$ cat config.mk
export PLATFORM = sky130hd
export DESIGN_NAME = studio2_keypad
export DESIGN_NICKNAME = d
export VERILOG_FILES = /design/src/rtl/studio2_keypad.sv
export SDC_FILE = /design/constraint.sdc
export NUM_CORES = 1
export LEC_CHECK = 0
export BUFFER_PORTS_ARGS = -buffer_cell sky130_fd_sc_hd__buf_2
export CAP_MARGIN = 20
export CORE_MARGIN = 4
export CORE_UTILIZATION = 35
export CTS_CLUSTER_DIAMETER = 120
export DETAILED_ROUTE_END_ITERATION = 10
export PLACE_DENSITY = 0.62
export SKIP_CTS_REPAIR_TIMING = 1
export SLEW_MARGIN = 20
export SYNTH_ARGS = -nofsm -noshare
export SYNTH_HDL_FRONTEND = slang
export SYNTH_SLANG_ARGS = --single-unit
$ cat constraint.sdc
create_clock -name clk_sys -period 4.8 [get_ports clk_sys]
set_clock_uncertainty 0.2 [all_clocks]
set_input_delay 0.72 -clock clk_sys [delete_from_list [all_inputs] [get_ports clk_sys]]
set_output_delay 0.72 -clock clk_sys [all_outputs]
set_load 0.005 [all_outputs]
$ cat src/rtl/studio2_keypad.sv
// Studio II keypad front end: tracks PS/2 and external key state per pad,
// holds the CPU key-select latch and drives the active-low EF flags.
module studio2_keypad #(
    parameter int          NUM_PADS   = 2,
    parameter int          KEYS       = 10,
    parameter int          SEL_PORT   = 2,
    parameter logic [15:0] TICK_DIV   = 16'd35795,
    parameter logic [3:0]  HOLD_TICKS = 4'd3
) (
    input  logic                    clk_sys,
    input  logic                    reset,
    input  logic [10:0]             ps2_key,
    input  logic [2:0]              io_n,
    input  logic                    io_out,
    input  logic [7:0]              io_dout,
    input  logic                    efx,
    input  logic [NUM_PADS*16-1:0]  pad_ext,
    output logic [3:0]              ef,
    output logic [3:0]              key_sel,
    output logic [NUM_PADS*16-1:0]  pad_state
);

    localparam logic [15:0] KEY_MASK = 16'((32'd1 << KEYS) - 32'd1);

    logic                   tog_q;
    logic [2:0][15:0]       raw_q, raw_d;
    logic [3:0]             hold_q [3][16];
    logic [3:0]             hold_d [3][16];
    logic [15:0]            presc_q, presc_d;
    logic [3:0]             key_sel_q, key_sel_d;
    logic [3:0]             ef_q, ef_d;
    logic [NUM_PADS*16-1:0] pad_state_q, pad_state_d;

    logic        tick;
    logic [6:0]  map_word;
    logic        map_hit;
    logic [1:0]  map_pad;
    logic [3:0]  map_key;
    logic        key_event;
    logic [47:0] ext_all;
    logic [47:0] eff_flat;
    logic [15:0] hold_nz [3];
    logic [15:0] eff [3];
    logic        unused_dout;

    // Scan-code lookup, packed as {hit, pad, key}; pad2 has no PS/2 keys.
    function automatic logic [6:0] map_code(input logic [7:0] code);
        case (code)
            8'h45: return {1'b1, 2'd0, 4'd0};
            8'h16: return {1'b1, 2'd0, 4'd1};
            8'h1E: return {1'b1, 2'd0, 4'd2};
            8'h26: return {1'b1, 2'd0, 4'd3};
            8'h25: return {1'b1, 2'd0, 4'd4};
            8'h2E: return {1'b1, 2'd0, 4'd5};
            8'h36: return {1'b1, 2'd0, 4'd6};
            8'h3D: return {1'b1, 2'd0, 4'd7};
            8'h3E: return {1'b1, 2'd0, 4'd8};
            8'h46: return {1'b1, 2'd0, 4'd9};
            8'h70: return {1'b1, 2'd1, 4'd0};
            8'h69: return {1'b1, 2'd1, 4'd1};
            8'h72: return {1'b1, 2'd1, 4'd2};
            8'h7A: return {1'b1, 2'd1, 4'd3};
            8'h6B: return {1'b1, 2'd1, 4'd4};
            8'h73: return {1'b1, 2'd1, 4'd5};
            8'h74: return {1'b1, 2'd1, 4'd6};
            8'h6C: return {1'b1, 2'd1, 4'd7};
            8'h75: return {1'b1, 2'd1, 4'd8};
            8'h7D: return {1'b1, 2'd1, 4'd9};
            default: return 7'd0;
        endcase
    endfunction

    assign unused_dout = ^io_dout[7:4];
    assign map_word    = map_code(ps2_key[7:0]);
    assign map_hit     = map_word[6];
    assign map_pad     = map_word[5:4];
    assign map_key     = map_word[3:0];
    assign key_event   = (ps2_key[10] != tog_q) && !ps2_key[8] && map_hit &&
                         (int'(map_pad) < NUM_PADS) && (int'(map_key) < KEYS);
    assign tick        = (presc_q == TICK_DIV - 16'd1);
    assign presc_d     = tick ? 16'd0 : presc_q + 16'd1;
    assign ext_all     = 48'(pad_ext);

    // Hold counters age on each tick; a make in the same cycle reloads instead.
    always_comb begin
        raw_d = raw_q;
        for (int p = 0; p < 3; p++) begin
            for (int k = 0; k < 16; k++) begin
                hold_d[p][k] = hold_q[p][k];
                if (tick && hold_q[p][k] != 4'd0)
                    hold_d[p][k] = hold_q[p][k] - 4'd1;
            end
        end
        if (key_event) begin
            if (ps2_key[9]) begin
                raw_d[map_pad][map_key]  = 1'b1;
                hold_d[map_pad][map_key] = HOLD_TICKS;
            end else begin
                raw_d[map_pad][map_key]  = 1'b0;
            end
        end
    end

    always_comb begin
        eff_flat = '0;
        for (int p = 0; p < 3; p++) begin
            hold_nz[p] = '0;
            for (int k = 0; k < 16; k++)
                hold_nz[p][k] = (hold_q[p][k] != 4'd0);
            eff[p] = (raw_q[p] | hold_nz[p] | ext_all[p*16 +: 16]) & KEY_MASK;
            if (p >= NUM_PADS)
                eff[p] = '0;
            eff_flat[p*16 +: 16] = eff[p];
        end
    end

    assign key_sel_d   = (io_out && io_n == 3'(SEL_PORT)) ? io_dout[3:0] : key_sel_q;
    assign ef_d        = {~eff[1][key_sel_q], ~eff[0][key_sel_q], ~eff[2][key_sel_q], efx};
    assign pad_state_d = eff_flat[NUM_PADS*16-1:0];

    always_ff @(posedge clk_sys) begin
        tog_q <= ps2_key[10];
        if (reset) begin
            raw_q       <= '0;
            presc_q     <= '0;
            key_sel_q   <= '0;
            ef_q        <= 4'b1111;
            pad_state_q <= '0;
            for (int p = 0; p < 3; p++)
                for (int k = 0; k < 16; k++)
                    hold_q[p][k] <= '0;
        end else begin
            raw_q       <= raw_d;
            presc_q     <= presc_d;
            key_sel_q   <= key_sel_d;
            ef_q        <= ef_d;
            pad_state_q <= pad_state_d;
            for (int p = 0; p < 3; p++)
                for (int k = 0; k < 16; k++)
                    hold_q[p][k] <= hold_d[p][k];
        end
    end

    assign ef        = ef_q;
    assign key_sel   = key_sel_q;
    assign pad_state = pad_state_q;

endmodule

==> flow_summary.ini <==
[logic_synthesis]
synth.top_cells.by_area = dfxtp_1 (39%), mux2i_1 (5.7%), a21oi_1 (5.5%)
ys.flop_type = dfxtp_1
yosysSeqAreaShare_pct = 39.0
synthCells = 902
synthArstFlopShare_pct = 0
synth_edf_count = 0
avgSynthCellArea_um2 = 8.19
synth.ff_latch_count = 144
syn_area_mm2 = 0.00739
yosysWarnings = 0
synth_top_area_share_pct = 39.0
yosysTopAreaCell = dfxtp_1
synth_cell_types = 65

[clocking]
htreeDepth = 4
root_buffer = clkbuf_16
cts.sinks = 144
clkLatencyLatePin_ns = 0.43
clockBufferDepth = 2
cts_made_buffers = 17
clk_pin_slew_ns = 0.06
cts_tree = built

[critical_path]
r2r_cells = 7
cp_max_fo = 14
rrSetupSlack_ns = 2.24
cp.arrival_ns = 3.21
criticalPathCategory = in -> reg
endpoint_kind = flip-flop
r2r-start = presc_q[0]
crit_required_ns = 4.88
cp-start-kind = input port
regToRegEndpoint = presc_q[10]

[place]
dp_cells = 1199
place_congestion = 0.792
hpwl_um = 12200
io_buffers = 68

[drt]
drt-initial-drc-count = 315
drt_first_pass_iters = 7
ant_nets = 0
vias_per_cell = 5.09
drc = 0
wirelength_um = 17900
vias = 6264
wl_per_cell_um = 14.5

[global_route]
grt-ovfl-total = 0
grt_max_degree = 82
grt_pass1_vias = 5992
top_usage_layer = met2
grtUsageTotal_pct = 15.2
met3_usage_pct = 3.00
grt_pass1_wl_um = 29600
grt_antenna_before_repair = 1
grt_use_met1_pct = 19.1
met2_usage_pct = 26.1

[timing]
worstMarginPinSlew_ns = 0.973
period_share_pct = 65.1
slew_violations = 0
period_needed_ns = 3.13
rsz0062_at_grt = false
fin_tns_setup_ns = 0
setup-violations-final = 0
max_slew_margin_pct = 34.7
max_freq_mhz = 320
hold_viol_final = 0

[cells_and_area]
num-fill-cells = 2086
syn_to_final_growth_pct = 15.1
layout-drive-gt1-share_pct = 13.3
fin_nets = 1028
final_common_cell = dfxtp_1
final-instance-count-excl-fill = 1231
diodes = 0
layout_common_cells = dfxtp_1 (144), nor2_1 (88), nand2_1 (84), a21oi_1 (81), nor3_1 (70)

[power]
ir_worst_vdd_uv = 149
p_per_area_mw_per_mm2 = 329
p_leak_nw = 3.15

[floorplanning]
die_h_um = 153
design.core.area_mm2 = 0.0205
die_area_mm2 = 0.0235
initial_core_util_pct = 36.1
num_io_pins = 98
fp-row-count = 52
die_x_um = 153

[hold_path]
whs_path_depth = 1
min_to = tog_q
min_path_type = in -> reg
hold_start = ps2_key[10]

[job]
max-cap-violations = 0

[run_status]
outcome = finished, final reports clean
==> critical path, cell delays in order <==
cell and delay [ns]:
buf_2 0.18, or3b_2 0.48, a2111oi_1 0.60, o31ai_1 0.21, nand3_1 0.64, and3_1 0.30
nor3_1 0.06
==> cell families (layout without fill, tap and decap cells) <==
| kind of cell | count (synthesis) | count (layout) | synth area share, % |
|---|---|---|---|
| and+or+nand+nor | 404 | 404 | 28.1 |
| other | 2 | 13 | 0.102 |
| xor gates and xnor gates | 36 | 36 | 4.27 |
| buffers and inverters | 102 | 150 | 6.38 |
| AOI/OAI and AO/OA | 146 | 146 | 11.5 |
| muxes | 46 | 46 | 6.91 |
| adders and majority gates | 22 | 22 | 3.73 |
| DFF | 144 | 144 | 39.0 |
==> worst max path at each step <==
stage	end	cells past startpoint	slack, ns	startpoint
finish	hold_q[0][114]	7	1.67	ps2_key[3]
global route	hold_q[0][30]	7	1.52	ps2_key[3]
CTS	hold_q[0][114]	7	1.68	ps2_key[3]
detailed placement	hold_q[0][114]	7	1.21	ps2_key[3]
global placement	hold_q[0][114]	7	1.25	ps2_key[3]
floorplan	hold_q[0][108]	8	1.95	ps2_key[5]
==> power breakdown <==
| part | leakage [nW] | switching, mW | internal [mW] | total (mW) |
|---|---|---|---|---|
| Clock | 0.310 | 0.524 | 0.921 | 1.45 |
| Combinational | 1.68 | 0.0854 | 0.0509 | 0.136 |
| Sequential | 1.17 | 0.00837 | 1.21 | 1.22 |
| Total | 3.15 | 0.618 | 2.18 | 2.80 |
==> through the flow <==
stage	utilization, %	worst slack, ns	instance area [µm²]	power, mW	hold slack (ns)
after global placement	38.4	1.25	7860	1.38	0.262
after floorplan	-	1.95	7430	1.34	0.245
after detailed placement	38.4	1.21	7860	1.38	0.267
after global routing	41.5	1.52	8510	2.89	0.213
after CTS	41.5	1.68	8510	2.83	0.208
final	41.5	1.67	8510	2.80	0.222
==> Yosys cell counts, types with 5 or more instances <==
cell	count
buf_2	8
dfxtp_1	144
nand4b_1	7
nor2_1	88
nor4_1	31
clkbuf_1	32
o21ai_0	25
a211oi_1	9
and3_1	9
mux2i_1	42
and4_1	5
nor3_1	71
a21oi_1	81
ha_1	22
o21a_1	6
nand2b_1	20
xor2_1	12
nand4_1	9
o31ai_1	5
inv_1	42
nand3_1	30
buf_4	15
xnor2_1	24
nor3b_1	12
nand2_1	84
nor2b_1	6
==> layer usage <==
metal  wire, µm  share of wire (%)  vias to the layer above
li1           -                  -                     3235
met1       8450                 47                     2908
met2       8490                 48                       96
met3        618                3.5                       23
met4        280                1.6                        2
met5         13              0.073                        -
==> final cells by class <==
cell class | count | area [µm²] | share of cell area, %
Sequential cell | 144 | 2880 | 33.9
Tap cell | 270 | 338 | 3.97
Timing Repair Buffer | 76 | 403 | 4.74
Clock inverter | 14 | 215 | 2.53
Inverter | 42 | 158 | 1.85
Multi-Input combinational cell | 667 | 4080 | 48.0
Clock buffer | 18 | 429 | 5.04
(Power assumes the default switching activity.)
